<file path="config.mk">
export PLATFORM = sky130hd
export DESIGN_NAME = window_counter
export DESIGN_NICKNAME = d
export VERILOG_FILES = /design/src/rtl/window_counter.sv
export SDC_FILE = /design/constraint.sdc
export NUM_CORES = 1
export LEC_CHECK = 0
export CAP_MARGIN = 10
export CELL_PAD_IN_SITES_DETAIL_PLACEMENT = 0
export CELL_PAD_IN_SITES_GLOBAL_PLACEMENT = 2
export CORE_ASPECT_RATIO = 0.7
export CORE_MARGIN = 2
export CORE_UTILIZATION = 41
export DETAILED_ROUTE_END_ITERATION = 8
export PLACE_DENSITY_LB_ADDON = 0.1
export SYNTH_ARGS = -nofsm -noshare
export SYNTH_HDL_FRONTEND = slang
export SYNTH_SLANG_ARGS = --single-unit
</file>
<file path="constraint.sdc">
create_clock -name i_clk -period 3.5 [get_ports i_clk]
set_input_delay 0.875 -clock i_clk [delete_from_list [all_inputs] [get_ports i_clk]]
set_output_delay 0.875 -clock i_clk [all_outputs]
set_load 0.03 [all_outputs]
</file>
<file path="src/rtl/window_counter.sv">
// Per-window event counter with a result FIFO that flags a dropped result.
// Define WINDOW_COUNTER_TIMESTAMP_EN to store a window index with each result.
module window_counter #(
  parameter int COUNT_W      = 16,
  parameter int FIFO_DEPTH   = 4,
  parameter int WINDOW_IDX_W = 8
) (
  input  logic                    i_clk,
  input  logic                    i_rstn,
  input  logic                    i_cg,
  input  logic                    i_strobe,
  input  logic                    i_event,
  output logic                    o_valid,
  input  logic                    i_ready,
  output logic [COUNT_W-1:0]      o_count,
  output logic                    o_countSat,
  output logic [WINDOW_IDX_W-1:0] o_windowIdx,
  output logic                    o_overflow,
  input  logic                    i_clearOverflow
);

  localparam int AW = $clog2(FIFO_DEPTH);
  localparam int PW = AW + 1;
  localparam logic [COUNT_W-1:0] CNT_MAX = '1;

  logic [COUNT_W-1:0]    acc;
  logic                  sat;
  logic [PW-1:0]         wr_ptr;
  logic [PW-1:0]         rd_ptr;
  logic [COUNT_W-1:0]    cnt_mem [FIFO_DEPTH];
  logic [FIFO_DEPTH-1:0] sat_mem;

  logic                  close;
  logic                  hit;
  logic [COUNT_W-1:0]    acc_inc;
  logic [COUNT_W-1:0]    close_count;
  logic                  close_sat;
  logic                  empty;
  logic                  full;
  logic                  pop;
  logic                  push;
  logic                  drop;

  // An increment "hits" saturation when it lands on or would pass the max value.
  always_comb begin
    close       = i_cg && i_strobe;
    hit         = (acc >= (CNT_MAX - COUNT_W'(1)));
    acc_inc     = (acc == CNT_MAX) ? acc : acc + COUNT_W'(1);
    close_count = i_event ? acc_inc : acc;
    close_sat   = sat | (i_event & hit);
    empty       = (wr_ptr == rd_ptr);
    full        = (wr_ptr[AW] != rd_ptr[AW]) && (wr_ptr[AW-1:0] == rd_ptr[AW-1:0]);
    pop         = i_cg && !empty && i_ready;
    push        = close && (!full || pop);
    drop        = close && full && !pop;
  end

  always_ff @(posedge i_clk) begin
    if (!i_rstn) begin
      acc        <= '0;
      sat        <= 1'b0;
      wr_ptr     <= '0;
      rd_ptr     <= '0;
      o_overflow <= 1'b0;
    end else if (i_cg) begin
      if (close) begin
        acc <= '0;
        sat <= 1'b0;
      end else if (i_event) begin
        acc <= acc_inc;
        sat <= sat | hit;
      end
      if (push) wr_ptr <= wr_ptr + PW'(1);
      if (pop)  rd_ptr <= rd_ptr + PW'(1);
      // A drop in the same cycle as a clear leaves the flag set.
      if (drop)                 o_overflow <= 1'b1;
      else if (i_clearOverflow) o_overflow <= 1'b0;
    end
  end

  always_ff @(posedge i_clk) begin
    if (i_rstn && push) begin
      cnt_mem[wr_ptr[AW-1:0]] <= close_count;
      sat_mem[wr_ptr[AW-1:0]] <= close_sat;
    end
  end

  assign o_valid    = !empty;
  assign o_count    = o_valid ? cnt_mem[rd_ptr[AW-1:0]] : '0;
  assign o_countSat = o_valid ? sat_mem[rd_ptr[AW-1:0]] : 1'b0;

`ifdef WINDOW_COUNTER_TIMESTAMP_EN
  logic [WINDOW_IDX_W-1:0] win_idx;
  logic [WINDOW_IDX_W-1:0] idx_mem [FIFO_DEPTH];

  // The index advances on every close, so dropped windows leave a gap.
  always_ff @(posedge i_clk) begin
    if (!i_rstn)    win_idx <= '0;
    else if (close) win_idx <= win_idx + WINDOW_IDX_W'(1);
  end

  always_ff @(posedge i_clk) begin
    if (i_rstn && push) idx_mem[wr_ptr[AW-1:0]] <= win_idx;
  end

  assign o_windowIdx = o_valid ? idx_mem[rd_ptr[AW-1:0]] : '0;
`else
  assign o_windowIdx = '0;
`endif

endmodule

</file>
==> results by group <==
Status
  • Outcome: complete, no violations

STA
  • RSZ-0062 raised after global routing: no
  • Final Hold Fails: 0
  • Setup-failing EPs final: 0
  • Crit share post-route: around nine tenths
  • Slew Viols, Final: 0
  • Fmax: roughly 0.32 GHz
  • Min cycle time layout: 3.17 ns
  • Setup Skew: 0.00760 ns
  • Pin slew with the least headroom to its limit: approximately 0.7 ns
  • Total negative setup slack: 0 ns
  • Slew margin rel.: 52.8%

Detailed routing
  • Pre-antenna DRT Iters: 5
  • Via density: 5.26
  • Vias: 2,815
  • WL met2: 4010 um
  • Number of DRC markers in iteration 0: 177
  • DR DRC count: 0
  • Total Wirelength: 9620 um
  • WL met3: 326 um
  • Post-route ant nets: 0
  • Top layer reached by signal wires: met4
  • Wirelength per Cell: 18.0 um
  • M1 WL: ~5200 um

Floorplan
  • Rows: 32
  • Core Area: 10,900 um^2
  • Starting Density: 41.6%
  • Die H: 91.9 um
  • Die width: 130 um
  • Io pins: 34
  • Die ar.: 11,900 um^2

Clocking
  • H-tree Lvls: 3
  • Post_cts resized: 0
  • CTS tree: yes
  • Hold_buf cts: 0
  • Setup bufs post-CTS: 0
  • Worst skew pair latency: 0.34 ns
  • CTS Buf Count: 9
  • Clock Root Buffer: clkbuf_16
  • CTS Buffer Depth: 2
  • Clock sink total: 94
  • Reg clk slew, reported paths: approximately 0.070 ns

Synth
  • Simple-gate share of the synthesized area: 13.9%
  • Largest family of logic cells by synthesized area: simple AND/OR/NAND/NOR gates
  • Synth Area in Compound Gates: 9.34%
  • Mapped Area: 4530 um^2
  • Syn. warnings: 0
  • Post-Synth Adder-Cell Area: 1.93%
  • Synth Area in XOR/XNOR: 4.26%
  • Avg Inst Size Synth: between 10 and 15 um^2
  • Post-synth cell types: 57
  • FF+latch count, synth: 94
  • Top FF cell, synth: edfxtp_1
  • Post-synthesis instance total: 355
  • Top-area cell type share of the netlist area: 45.1%
  • Mux cell area share after synthesis: 8.68%
  • Top post-synthesis cells by area: edfxtp_1 (45%), dfxtp_1 (11%), mux4_2 (8.5%), xnor2_1 (2.9%), nor2b_1 (2.6%)
  • Synth area leader: edfxtp_1
  • Async SR Flop Fraction: 0%
  • Number of synthesized flops with an enable pin: 68
  • Seq/Total Area, Yosys: 56.6%

Worst setup path
  • CP required: 2.62 ns
  • Setup crit start kind: register
  • Critical Path Max Stage Delay: 0.60 ns
  • Crit path capture type: output pin
  • WP data arrival: 2.30 ns
  • Worst path slowest cell: clkdlybuf4s50_1
  • CP Max Fanout: 16
  • Worst-path cell chain: buf_4 > mux4_2 > nor2b_1 > clkdlybuf4s50_1
  • Worst setup path class: reg -> out

Power
  • Leak: 0.00171 uW
  • Power Density: 471 nW/um^2
  • Max IR drop VDD: 0.273 mV
  • Total power: 2460 uW

Placement
  • Buffers on Ports: 25
  • HPWL Detailed: 6620 um
  • Routability cong.: 0.849

Layout
  • Layout cells sized above 1: 13.9%
  • Antenna diode count: 0
  • Fin nets: approximately 390
  • Filler instances: around 1,000
  • Commonest non-fill, non-tap cell in the layout: edfxtp_1
  • Synth-to-layout area growth: 15.1%
  • Most frequent cells in the layout: edfxtp_1 (68), dfxtp_1 (26), clkdlybuf4s50_1 (25), nor2_1 (19), nor2b_1 (19)

Global routing
  • GRT Residual Overflow: 0
  • Largest net degree at the start of global routing: 20
  • GRT Util Overall: between 15 and 20%
  • First-pass GRT wire length: between 15,000 and 20,000 um
  • Initial antenna violation count: 0
  • Vias in the first global route: around 2,700

Hold path
  • Worst Hold Class: reg -> reg

Run
  • Max-cap violations: 0
[critical path: cells and delay by family (launching register included)]
family,cells,cell delay [ns]
AND/OR/NAND/NOR,1,0.15
flip-flops,1,0.31
multiplexers,1,0.58
buffers and inverters,2,0.91
[area by class of cell]
cell class	instances	area [um^2]	share of cell area, %
sequential	94	2560	49.2
inverter	14	52.6	1.01
clock buffer	10	229	4.39
tap	153	191	3.67
clock inverter	6	67.6	1.30
multi-input combinational	220	1760	33.8
timing repair buffer	38	348	6.67
[flip-flops by register name (all words and copies together), names as in the netlist, named ones only]
register    count
rd_ptr          3
sat_mem         4
o_overflow      1
acc            16
wr_ptr          3
sat             1
cnt_mem        64
[power breakdown]
group,leakage (uW),total [uW],switching [uW],internal [uW]
Sequential,0.000845,1200,8.99,1200
Clock,0.000141,970,412,558
Combinational,0.000721,283,167,116
Total,0.00171,2460,588,1870
[per-stage QoR]
| step | utilization, % | setup slack, ns | cells | cell area [um^2] | hold WS (ns) |
|---|---|---|---|---|---|
| global route | 47.9 | 0.182 | 535 | 5210 | 0.554 |
| finish | 47.9 | 0.328 | 535 | 5210 | 0.517 |
| detailed placement | 45.1 | 0.562 | 519 | 4920 | 0.503 |
| CTS | 47.9 | 0.275 | 535 | 5210 | 0.513 |
| global placement | 45.1 | 0.622 | 519 | 4920 | 0.498 |
| floorplan | - | 0.705 | 362 | 4550 | 0.470 |
[final timing paths]
check / startpoint / to / slack, ns / cells past startpoint
min reg2reg: wr_ptr[2]$_SDFFE_PN0P_ / wr_ptr[2]$_SDFFE_PN0P_ / 0.52 / 2
min: wr_ptr[2]$_SDFFE_PN0P_ / wr_ptr[2]$_SDFFE_PN0P_ / 0.52 / 2
max reg2reg: acc[1]$_SDFFE_PN0P_ / cnt_mem[2][8]$_DFFE_PP_ / 1.25 / 4
max: register / o_count[15] / 0.33 / 4
[cells by family (layout without fill, tap and decap cells)]
| logic type | after synthesis | after routing |
|---|---|---|
| fa+ha+maj | 7 | 7 |
| flops | 94 | 94 |
| compound gates | 52 | 52 |
| other cells | 1 | 8 |
| simple gates | 113 | 113 |
| xor+xnor | 22 | 22 |
| mux | 18 | 18 |
| buf+inv | 48 | 68 |
[Yosys cell counts, types with 4 or more instances]
master     n
nand3_1   16
clkbuf_1  11
nand4_1    9
a21oi_1   10
and3_1     4
dfxtp_1   26
and2_1     4
nor3_1     7
nor2_1    19
mux4_2    17
buf_4     11
and4_1     5
nor2b_1   19
nand2_1   18
ha_1       7
xnor2_1   15
a31oi_1    7
inv_1     14
xor2_1     7
edfxtp_1  68
buf_2     10
[layer usage]
metal,up-vias,GRT usage [%]
met2,54,24.0
met5,-,0
li1,1370,-
met3,5,4.03
met4,0,4.84
met1,1386,27.7
Power figures use the tool's default switching activity.
